`config.mk`:
```
export PLATFORM = sky130hd
export DESIGN_NAME = core4_cpu_0_oci_dct_packer
export DESIGN_NICKNAME = d
export VERILOG_FILES = /design/src/rtl/core4_oci_dct_pkg.sv /design/src/rtl/core4_oci_dct_frame_reg.sv /design/src/rtl/core4_cpu_0_oci_dct_packer.sv
export SDC_FILE = /design/constraint.sdc
export NUM_CORES = 1
export LEC_CHECK = 0
export ABC_AREA = 1
export CAP_MARGIN = 5
export CORE_MARGIN = 3
export CORE_UTILIZATION = 32
export DETAILED_ROUTE_END_ITERATION = 8
export GPL_TIMING_DRIVEN = 0
export PLACE_DENSITY = 0.68
export SLEW_MARGIN = 20
export SYNTH_ARGS = -nofsm -noshare
export SYNTH_HDL_FRONTEND = slang
export SYNTH_HIERARCHICAL = 1
export SYNTH_SLANG_ARGS = --single-unit
```
`constraint.sdc`:
```
create_clock -name clk -period 2 [get_ports clk]
set_input_delay 0.5 -clock clk [delete_from_list [all_inputs] [get_ports clk]]
set_output_delay 0.5 -clock clk [all_outputs]
set_load 0.01 [all_outputs]
```
`src/rtl/core4_oci_dct_pkg.sv`:
```
// Shared sizing and FSM state encoding for the OCI data-trace packer.
package core4_oci_dct_pkg;
  localparam int SLOTS   = 15;
  localparam int CODE_W  = 2;
  localparam int BUF_W   = SLOTS * CODE_W;
  localparam int CNT_W   = $clog2(SLOTS + 1);
  localparam int FRAME_W = CNT_W + BUF_W;

  typedef enum logic [1:0] {
    PACK   = 2'd0,
    ENDING = 2'd1,
    ENDED  = 2'd2
  } state_t;
endpackage

```
`src/rtl/core4_oci_dct_frame_reg.sv`:
```
// One-entry valid/ready holding register for completed trace frames.
module core4_oci_dct_frame_reg
  import core4_oci_dct_pkg::*;
#(
  parameter int DATA_W = FRAME_W
) (
  input  logic              clk,
  input  logic              reset_n,
  input  logic              load,
  input  logic [DATA_W-1:0] load_data,
  input  logic              ready,
  output logic              valid,
  output logic [DATA_W-1:0] data
);

  // A load on the accept edge keeps valid high with the new contents.
  always_ff @(posedge clk or negedge reset_n) begin
    if (!reset_n) begin
      valid <= 1'b0;
      data  <= '0;
    end else if (load) begin
      valid <= 1'b1;
      data  <= load_data;
    end else if (ready) begin
      valid <= 1'b0;
    end
  end

endmodule

```
`src/rtl/core4_cpu_0_oci_dct_packer.sv`:
```
// Packs 2-bit data-trace codes into 15-slot buffers and hands them off as frames.
// Optional feature macro: CORE4_OCI_DCT_OVERFLOW_EN (drop-and-count instead of backpressure).
module core4_cpu_0_oci_dct_packer
  import core4_oci_dct_pkg::*;
#(
  parameter int SLOTS  = core4_oci_dct_pkg::SLOTS,
  parameter int CODE_W = core4_oci_dct_pkg::CODE_W
) (
  input  logic                                      clk,
  input  logic                                      reset_n,
  input  logic                                      code_valid,
  input  logic [CODE_W-1:0]                         code,
  output logic                                      code_ready,
  input  logic                                      flush_req,
  input  logic                                      stop_req,
  output logic [SLOTS*CODE_W-1:0]                   dct_buffer,
  output logic [$clog2(SLOTS+1)-1:0]                dct_count,
  output logic                                      frame_valid,
  input  logic                                      frame_ready,
  output logic [$clog2(SLOTS+1)+SLOTS*CODE_W-1:0]   frame_data,
  output logic                                      test_ending,
  output logic                                      test_has_ended
`ifdef CORE4_OCI_DCT_OVERFLOW_EN
  ,
  output logic [7:0]                                ovf_count
`endif
);

  localparam int BW = SLOTS * CODE_W;
  localparam int CW = $clog2(SLOTS + 1);

  state_t          state, state_next;
  logic [CW-1:0]   count, count_next;
  logic [BW-1:0]   buffer, buffer_next;
  logic            flush_pend, flush_pend_next;
  logic            packable, accept, move, frame_free, has_data;

  assign packable   = (state == PACK) && (count < CW'(SLOTS)) && !flush_pend;
`ifdef CORE4_OCI_DCT_OVERFLOW_EN
  assign code_ready = (state == PACK);
`else
  assign code_ready = packable;
`endif
  assign accept     = code_valid && code_ready && packable;
  assign has_data   = (count != '0);
  assign frame_free = !frame_valid || frame_ready;
  // Codes are never accepted on a move edge: a move needs full, flush_pend or ENDING.
  assign move       = frame_free &&
                      ((count == CW'(SLOTS)) || ((flush_pend || state == ENDING) && has_data));

  always_comb begin
    count_next      = count;
    buffer_next     = buffer;
    flush_pend_next = flush_pend;
    state_next      = state;
    if (move) begin
      count_next  = '0;
      buffer_next = '0;
    end else if (accept) begin
      for (int i = 0; i < SLOTS; i++) begin
        if (count == CW'(i)) buffer_next[i*CODE_W +: CODE_W] = code;
      end
      count_next = count + 1'b1;
    end
    if (move || !has_data) flush_pend_next = 1'b0;
    if (flush_req && state == PACK) flush_pend_next = 1'b1;
    case (state)
      PACK:    if (stop_req) state_next = ENDING;
      ENDING:  if (!has_data && !frame_valid) state_next = ENDED;
      ENDED:   state_next = ENDED;
      default: state_next = PACK;
    endcase
  end

  always_ff @(posedge clk or negedge reset_n) begin
    if (!reset_n) begin
      state      <= PACK;
      count      <= '0;
      buffer     <= '0;
      flush_pend <= 1'b0;
    end else begin
      state      <= state_next;
      count      <= count_next;
      buffer     <= buffer_next;
      flush_pend <= flush_pend_next;
    end
  end

  core4_oci_dct_frame_reg #(.DATA_W(CW + BW)) u_frame_reg (
    .clk       (clk),
    .reset_n   (reset_n),
    .load      (move),
    .load_data ({count, buffer}),
    .ready     (frame_ready),
    .valid     (frame_valid),
    .data      (frame_data)
  );

  assign dct_buffer     = buffer;
  assign dct_count      = count;
  assign test_ending    = (state == ENDING);
  assign test_has_ended = (state == ENDED);

`ifdef CORE4_OCI_DCT_OVERFLOW_EN
  function automatic logic [7:0] sat_inc(input logic [7:0] v);
    return (v == 8'hFF) ? v : v + 8'd1;
  endfunction

  always_ff @(posedge clk or negedge reset_n) begin
    if (!reset_n) begin
      ovf_count <= 8'd0;
    end else if (code_valid && state == PACK && !packable) begin
      ovf_count <= sat_inc(ovf_count);
    end
  end
`endif

endmodule
```
==> flow_summary.toml <==
[placed_design]
place_ws_ps = -152
gp_congestion = 0.893
io_buffers = 79
dp_hpwl_um = 6050
placed_cells = 601
dpl_cell_area_mm2 = 0.00428

[clocking]
cts_htree_levels = 3
insertion_delay_ps = 350
postCtsHoldBufs = 0
cts.clk_slew.worst_paths_ps = 70
cts_made_buffers = 9
cts_root_buffer = "clkbuf_8"
cts.path.max_buffers = 2
cts_tree = "done"
cts.sinks = 72

[drt]
drc = 0
wl_per_cell_um = 13.8
first_pass_iters = 4
drt-initial-drc-count = 110
drt_wl_total_um = 8590
vias_per_cell = 4.53
ant_nets = 0
vias = 2824

[critical_path]
critPathArrivalTime_ps = 1460
cp_cell_sequence = "inv_2 > ha_2 > inv_1 > nor2_2 > nand2_2 > inv_1 > buf_2"
cpMaxStageDelayCell = "dfrtp_1"
crit_path_frequent_cell = "inv_1"
critical_path_class = "register to primary output"
path_buf_inv = 4
slowest_delay_ps = 410
cp_top_family = "flip-flops"
required_ps = 1500
path_max_fanout = 3
setup.worst_path.start_class = "register"
end_kind = "primary output"

[floorplanning]
initial_core_util_pct = 33.3
rows = 36
dieArea_mm2 = 0.0116
fp.dieH_um = 108
fp.coreArea_mm2 = 0.00991
die_x_um = 108
ios = 80

[timing]
whs_ps = 38.1
relSlewSlack_pct = 65.7
fin_ws_ps = 39.4
hold_violations = 0
rsz0062_at_grt = "true"
min_period_over_period_pct = 98.0
fmax_mhz = 510
final_max_slew_viol_count = 0
skew_ps = 4.60
tightest_slew_ps = 515
setup-violations-final = 0
layout_min_cycle_time_ps = 1960

[pwr]
p_leak_uw = 0.00229
vdd_ir_drop_max_v = 0.000540
p_per_area_mw_per_mm2 = 1170
power_uw = 5380

[layout]
area_growth_syn_to_layout_pct = 39.7
stdcell_count = 624
fillers = 1003
fin_area_mm2 = 0.00461
nNetsFinal = 502
insertedDiodeCount = 0
drive_above_1_share_pct = 14.3

[outcome]
run_status = "completed"

[grt]
antenna_found_initial = 0
grt_max_degree = 53
track_usage_pct = 15.8
grt_pass1_wl_um = 14400
grt.overflow.total = 0
grt_pass1_vias = 2890

[flow_run]
timing.max_cap.violations = 0

[min_path]
holdCritPathClass = "input pin to async pin"

[synthesis]
ys_ff_latch = 72
yosysSeqAreaShare_pct = 54.6
ys.warnings.count = 6
synth_cell_type_count = 22
synth-async-reset-ratio_pct = 100
synth_fp_nets = 404
ys.flop_type = "dfrtp_1"
syn_area_per_cell_um2 = 8.50
synthCells = 388
synth_area_mm2 = 0.00330
synth-edff-count = 0
cell type report:
class	count	area, µm²	share of cell area [%]
plain buffers	16	156	3.40
flip-flops and latches	72	1810	39.2
well taps	133	166	3.61
multi-input cells	270	1280	27.8
inverters	29	116	2.53
repair buffers	88	868	18.9
clock buffers	11	131	2.85
clock inverters	5	81.3	1.77
cells in the mapped netlist (2+ instances only):
cell type / instances / area share (%)
o21ai_1: 2 / 0.30
buf_6: 8 / 2.7
buf_4: 3 / 0.68
or2_2: 2 / 0.38
inv_1: 28 / 3.2
ha_1: 8 / 3.0
nor2_1: 20 / 2.3
nand4_1: 2 / 0.38
o21ai_0: 2 / 0.30
nand3_1: 63 / 9.6
clkbuf_1: 2 / 0.23
dfrtp_1: 72 / 55
nand2_1: 154 / 18
o211ai_1: 2 / 0.46
nand2_2: 11 / 2.1
buf_2: 3 / 0.46
report_power, final:
group	switching, µW	total, µW	internal [µW]
clock	544	1250	703
combinational	1230	2250	1010
sequential	205	1890	1680
total	1980	5380	3400
registers in the layout, summed over array words and instances (netlist names):
name / cells
dct_buffer: 30
dct_count: 4
flush_pend: 1
state: 2
u_frame_reg/data: 34
u_frame_reg/valid: 1
final timing paths:
kind / start / end / slack [ps] / depth (start not counted)
max: state[1] / code_ready / 40 / 7
min: reset_n / u_frame_reg/data[22] / 40 / 1
max reg2reg: state[0] / u_frame_reg/data[30] / 110 / 11
min reg2reg: u_frame_reg/data[13] / u_frame_reg/data[13] / 470 / 2
max in group asynchronous: reset_n / dct_count[0] / 1400 / 2
min in group clk: u_frame_reg/data[13] / u_frame_reg/data[13] / 470 / 2
metrics by stage:
step / TNS, ps / util [%]
2_1_floorplan: 0 / -
3_3_place_gp: -147440 / 42.9
3_5_place_dp: -4260 / 43.2
4_1_cts: -98.4 / 45.6
5_1_grt: -118 / 46.5
6_report: 0 / 46.5
kinds of logic (layout without fill, tap and decap cells):
kind of cell	after synthesis	count (layout)	share of synthesized area [%]
buffers and inverters	46	149	8.08
AND/OR/NAND/NOR	255	255	33.0
AO/OA/AOI/OAI	7	7	1.21
flip-flops	72	72	54.6
adder cells (fa/ha/maj)	8	8	3.04
repair_timing:
item	4_1_cts	5_1_grt
setup endpoints to repair	39	37
gates resized for setup	17	11
setup buffers	0	8
pin swaps	0	2
hold endpoints to repair	0	0
placed cells by master (no fill, tap or decap), types with 5 or more instances in the layout:
cell type | Yosys | layout
inv_1 | 28 | 25
nor2_1 | 20 | 17
clkbuf_8 | 0 | 9
ha_1 | 8 | 5
nand2_1 | 154 | 153
clkdlybuf4s50_1 | 0 | 75
dfrtp_1 | 72 | 68
buf_6 | 8 | 5
nand3_1 | 63 | 62
nand2_2 | 11 | 12
buf_4 | 3 | 12
routing by layer:
metal	part of all wire [%]	global-route usage [%]	vias to the layer above
met3	4.6	4.62	9
met2	47	25.8	74
met5	0	0	-
li1	-	-	1416
met1	48	20.5	1325
met4	1.0	4.15	0
(Power assumes the default switching activity.)
